**config.mk**
```make
export PLATFORM = sky130hd
export DESIGN_NAME = instruction_memory_sync
export DESIGN_NICKNAME = d
export VERILOG_FILES = /design/src/rtl/instruction_memory_sync.sv
export SDC_FILE = /design/constraint.sdc
export NUM_CORES = 2
export LEC_CHECK = 0
export BUFFER_PORTS_ARGS = -buffer_cell sky130_fd_sc_hd__buf_2
export CAP_MARGIN = 0
export CORE_UTILIZATION = 42
export CTS_BUF_LIST = sky130_fd_sc_hd__clkbuf_8
export DETAILED_ROUTE_END_ITERATION = 16
export PLACE_DENSITY = 0.59
export RECOVER_POWER = 100
export SYNTH_ARGS = -nofsm -noshare
export SYNTH_HDL_FRONTEND = slang
export SYNTH_SLANG_ARGS = --single-unit
```
**constraint.sdc**
```tcl
create_clock -name clk -period 3.3 [get_ports clk]
set_input_delay 0 -clock clk [delete_from_list [all_inputs] [get_ports clk]]
set_output_delay 0 -clock clk [all_outputs]
set_load 0.005 [all_outputs]
```
**src/rtl/instruction_memory_sync.sv**
```systemverilog
// instruction_memory_sync: single-cycle instruction fetch memory with a one-entry response register, fault detection and a program-load write port
module instruction_memory_sync #(
  parameter int unsigned DEPTH = 64,
  parameter logic [31:0] NOP_WORD = 32'h00000013
) (
  input  logic        clk,
  input  logic        reset,
  input  logic        req_valid,
  output logic        req_ready,
  input  logic [31:0] req_addr,
  output logic        rsp_valid,
  input  logic        rsp_ready,
  output logic [31:0] rsp_data,
  output logic        rsp_err,
  input  logic        wr_en,
  input  logic [31:0] wr_addr,
  input  logic [31:0] wr_data,
  output logic [31:0] fetch_cnt
);
  localparam int AW = $clog2(DEPTH);
  logic [31:0] r_mem [DEPTH] = '{default: NOP_WORD};
  logic        r_rsp_valid;
  logic [31:0] r_rsp_data;
  logic        r_rsp_err;
  logic [31:0] r_cnt;
  logic        w_accept;
  logic        w_fault;
  logic        w_wr_ok;
  // Upper index bits must be zero so out-of-range addresses never alias onto real words
  assign w_fault   = (req_addr[1:0] != 2'b00) || (req_addr[31:AW+2] != '0);
  assign w_wr_ok   = wr_en && (wr_addr[1:0] == 2'b00) && (wr_addr[31:AW+2] == '0);
  assign req_ready = !reset && (!r_rsp_valid || rsp_ready);
  assign w_accept  = req_valid && req_ready;
  always_ff @(posedge clk) begin
    if (w_wr_ok) r_mem[wr_addr[AW+1:2]] <= wr_data;
  end
  always_ff @(posedge clk) begin
    if (reset) begin
      r_rsp_valid <= 1'b0;
      r_rsp_data  <= '0;
      r_rsp_err   <= 1'b0;
      r_cnt       <= '0;
    end else if (w_accept) begin
      r_rsp_valid <= 1'b1;
      r_rsp_data  <= w_fault ? NOP_WORD : r_mem[req_addr[AW+1:2]];
      r_rsp_err   <= w_fault;
      r_cnt       <= r_cnt + 32'd1;
    end else if (rsp_ready) begin
      r_rsp_valid <= 1'b0;
    end
  end
  assign rsp_valid = r_rsp_valid;
  assign rsp_data  = r_rsp_data;
  assign rsp_err   = r_rsp_err;
  assign fetch_cnt = r_cnt;
endmodule

```
Yosys cells after proc, flatten, opt, wreduce, memory -nomap -nowiden
Memories as Yosys holds them, arrays and structs flattened.
Index checks and enable logic that the tools add are counted.
{ "totals": {"ff_bits": 66, "ram_bits": 2048, "in_bits": 101, "output_inout_bits": 67, "wordCells": 24, "n_memories": 1} }
{ "memory_table": {"columns": ["name", "words", "word_bits", "rd", "rd_ports_with_merged_regs", "write_ports", "line", "text"], "rows": [
  ["r_mem", 64, 32, 1, 0, 1, "21", "logic [31:0] r_mem [DEPTH] = '{default: NOP_WORD};"]
]} }
{ "classes": {"n_addsub": 1, "muxes": 5, "reduce_logical": 13} }
{ "op_table": {"columns": ["cell", "count"], "rows": [
  ["adder 32 x 1 -> 32 bit, second input constant", 1],
  ["2-to-1 mux 32 bit", 1],
  ["logical NOT 24 bit", 1],
  ["nonzero test 24 bit", 1],
  ["logical AND 1 bit", 4],
  ["2-to-1 mux 1 bit", 4],
  ["nonzero test 2 bit", 2],
  ["logical NOT 1 bit", 2],
  ["logical NOT 2 bit", 1],
  ["logical OR 1 bit", 2]
]} }

Longest topological paths before layout
{ "depth": {"word_depth": 5, "depth_mapped": 12, "depth_no_buf": 6} }

Worst setup path before layout
Ideal clock, no wire load.
{ "synth_path": {"path_kind": "input -> register", "start": "input wr_addr[1]", "end": "memory r_mem[63][0] (enable)", "setup_ns": 0.421, "t_arrival_ns": 2.406, "required_time_ns": 2.879, "slack_ns": 0.473, "stages": 5, "n_path_buf": 0, "cell_sequence": "nor4b_1 -> nand4_1 -> nor3_1 -> nand3_1 -> nor2_1"} }
{ "synth_between": {"elab_chain_len": 5} }
{ "synth_rtl": {"columns": ["element", "line", "text"], "rows": [
  ["start, declared", "16", "input logic [31:0] wr_addr,"],
  ["logical NOT 2 bit", "31", "assign w_wr_ok = wr_en && (wr_addr[1:0] == 2'b00) && (wr_addr[31:AW+2] == '0);"],
  ["logical AND 1 bit (2 in a row)", "31", null],
  ["2-to-1 mux 1 bit", "35", "if (w_wr_ok) r_mem[wr_addr[AW+1:2]] <= wr_data;"],
  ["2-to-1 mux 1 bit (not written as such)", "35", null],
  ["end, declared", "21", null]
]} }
Every way passes these cells.

Worst setup path after layout
{ "layout_path": {"start": "input wr_addr[1]", "end": "memory r_mem[23][26] (enable)"} }
The elaborated chain is that of the path after synthesis.

==> results_dict.tcl <==
set metrics [dict create \
    worstPathMaxFanout 30 \
    synth-main-ff-cell "edfxtp_1" \
    cts_buffers 358 \
    cp-start-kind "primary input" \
    placementRows 161 \
    max_cap_viol_count 66 \
    globalplace.congestion 0.800 \
    fin_ws_ns 0.0411 \
    core_area_um2 193000 \
    fp.dieH_um 443 \
    status "finished, violations left" \
    grt_antenna_before_repair 18 \
    synth-edff-count 2048 \
    clock_power_share 0.402 \
    synth_nets 3916 \
    drtPass1Iterations 6 \
    p_leak_nw 29.9 \
    portBuffers 167 \
    synth.avg_cell_area_um2 21.4 \
    via_per_inst 5.92 \
    async_reset_ff_frac 0 \
    tightestPinTransition_ns 3.22 \
    rsz0062_at_grt "false" \
    fin_util 0.485 \
    yosys-top-cells-area "edfxtp_1 (75%), mux4_2 (13%), mux2i_1 (1.7%), dfxtp_1 (1.6%), mux4_1 (0.93%)" \
    drt_iter0_markers 5168 \
    synth_seq_cells 2114 \
    synthMostInstantiatedCell "edfxtp_1" \
    max-vdd-ir-drop_v 0.000395 \
    drive_gt1_frac 0.262 \
    vias 42800 \
    overflow 0 \
    hold_class "primary input to flip-flop" \
    grt_max_degree 65 \
    ys_seq_area_frac 0.770 \
    cts_tree "yes" \
    grt_pass1_vias 43300 \
    fin_nets 4552 \
    wl_per_cell_um 32.5 \
    synth_top_area_frac 0.754 \
    clk_pin_slew_ns 0.06 \
    r2r_cells 9 \
    ioPinCount 168 \
    cts-root-buf "clkbuf_8" \
    cp-end-kind "flip-flop" \
    syn_to_final_growth_pct 14.5 \
    synthCells 3814 \
    final.min_clock_period_ns 3.26 \
    clock_tree.buffer_depth 4 \
    cp_data_arrival_time_ns 3.87 \
    slew_viol_final 2797 \
    grt.total_usage 0.239 \
    fin_skew_ns 0.109 \
    switching_share 0.224 \
    dp_hpwl_um 138000 \
    cts_max_level 5 \
    relSlewSlack -1.14 \
    clock_latency_ns 1.08 \
    ys_types 65 \
    hold_path_depth 5 \
    setup_tns_ns 0 \
    ant_nets 0 \
    post-route-period-util 0.988 \
    netlist_area_um2 81600 \
    power_switching_w 0.0120 \
    placed_cells 6547 \
    clkSinkCount 2114 \
    routed_wl_um 236000 \
    yosysWarnings 0 \
    dpl_worst_slack_ns 0.275 \
    power_density_nw_per_um2 574 \
    grt_first_pass_wirelength_um 329000 \
    p_seq_frac 0.550 \
    violations "capacitance limit, slew limit" \
    setup.worst_path.class "primary input to flip-flop" \
    die_w_um 443 \
    synth_top_cell_by_area "edfxtp_1" \
    crit_required_ns 3.91 \
    dieArea_um2 196000 \
    finalSetupViolations 0 \
    p_comb_frac 0.048 \
    cts_setup_buffers 0 \
    drcViolationCount 0 \
    clock.fmax_mhz 307 \
    start_util 0.423 \
    whs_ns 0.123 \
    finalNonFillerCells 7243 \
    ys_top_cells_by_count "edfxtp_1 (2048), mux4_2 (455), nor2_1 (144), mux2i_1 (137), nand2_1 (110)" \
    p_int_w 0.0416 \
    hold_violations 0 \
]
cell usage in the layout (no fill, tap or decap), drive strengths merged, types with 10 or more instances in the layout:
cell type	n
mux2	16
xnor2	13
mux4	484
nor3	45
o22ai	54
a31oi	12
nand2b	18
a22oi	63
inv	135
nor2	145
xor2	11
edfxtp	2048
a21oi	53
clkbuf	572
nand2	110
or3	14
buf	221
o21ai	43
a211oi	19
mux2i	137
and2	13
nand3	59
dfxtp	66
nand4	27
or2	10
nor4	19
nor2b	37
dlygate4sd3	68
clkinv	91
o22a	13
per-stage QoR:
stage	power, W	instance area, µm²
finish	0.0536	93400
global route	0.0552	93400
CTS	0.0540	94500
detailed placement	0.0325	87400
global placement	0.0325	87400
floorplan	0.0314	81600
registers in the layout, indices dropped and copies added (netlist names):
register	cells
rsp_err	1
fetch_cnt	32
r_mem	2048
rsp_valid	1
rsp_data	32
final timing paths:
kind / from / endpoint / slack (ns)
worst min register to register: rsp_data[27] / rsp_data[27] / 0.49
worst max-delay path: wr_addr[1] / r_mem[23][26] / 0.04
worst min-delay path: req_valid / rsp_data[3] / 0.12
worst max register to register: rsp_valid / rsp_data[16] / 0.32
power groups by stage:
| stage | combinational, W | sequential [W] | clock, W |
|---|---|---|---|
| after floorplan | 0.00136 | 0.0300 | 0 |
| after CTS | 0.00258 | 0.0294 | 0.0220 |
| final | 0.00255 | 0.0295 | 0.0216 |
| after global placement | 0.00249 | 0.0300 | 0 |
| after detailed placement | 0.00251 | 0.0300 | 0 |
| after global routing | 0.00267 | 0.0295 | 0.0231 |
cells by family (layout without fill, tap and decap cells):
kind of cell / count (synthesis) / count (layout) / share of synthesized area
DFF: 2114 / 2114 / 0.770
muxes: 637 / 637 / 0.154
other: 0 / 9 / 0
buffers and inverters: 210 / 1104 / 0.0168
xor gates and xnor gates: 24 / 24 / 0.00258
and+or+nand+nor: 526 / 526 / 0.0319
adders and majority gates: 1 / 1 / 0.000153
AOI/OAI and AO/OA: 302 / 302 / 0.0246
cell type report:
type                       count  area, µm²
clock inverter               236       1180
tap                         2526       3160
multi-input combinational   1490      17700
sequential                  2114      62800
clock buffer                 382       5260
inverter                       6       22.5
fill                       15800      99400
timing repair buffer         480       3280
antenna                        9       22.5
layer usage:
layer	up-vias	wire length, µm	share of wire	track usage
met4	10	8070	0.034	0.0832
met3	420	18800	0.080	0.0412
met5	-	65	0.00028	0
met2	2151	113000	0.48	0.384
li1	17400	-	-	-
met1	22900	95400	0.40	0.329
repair_timing:
item,CTS,global route
endpoints found under the setup margin,0,1
resized for setup,0,1
endpoints found under the hold margin,2673,0
hold buffers,69,0
worst max-delay path: stages:
cell	delay [ns]
buf_2	0.11
nor4b_1	0.35
nand4_1	0.29
nor3_1	0.39
clkbuf_1	0.23
nand3_1	0.09
dlygate4sd3_1	0.56
clkbuf_1	0.41
nor2_1	0.55
clkbuf_4	0.83
(Power assumes the default switching activity.)
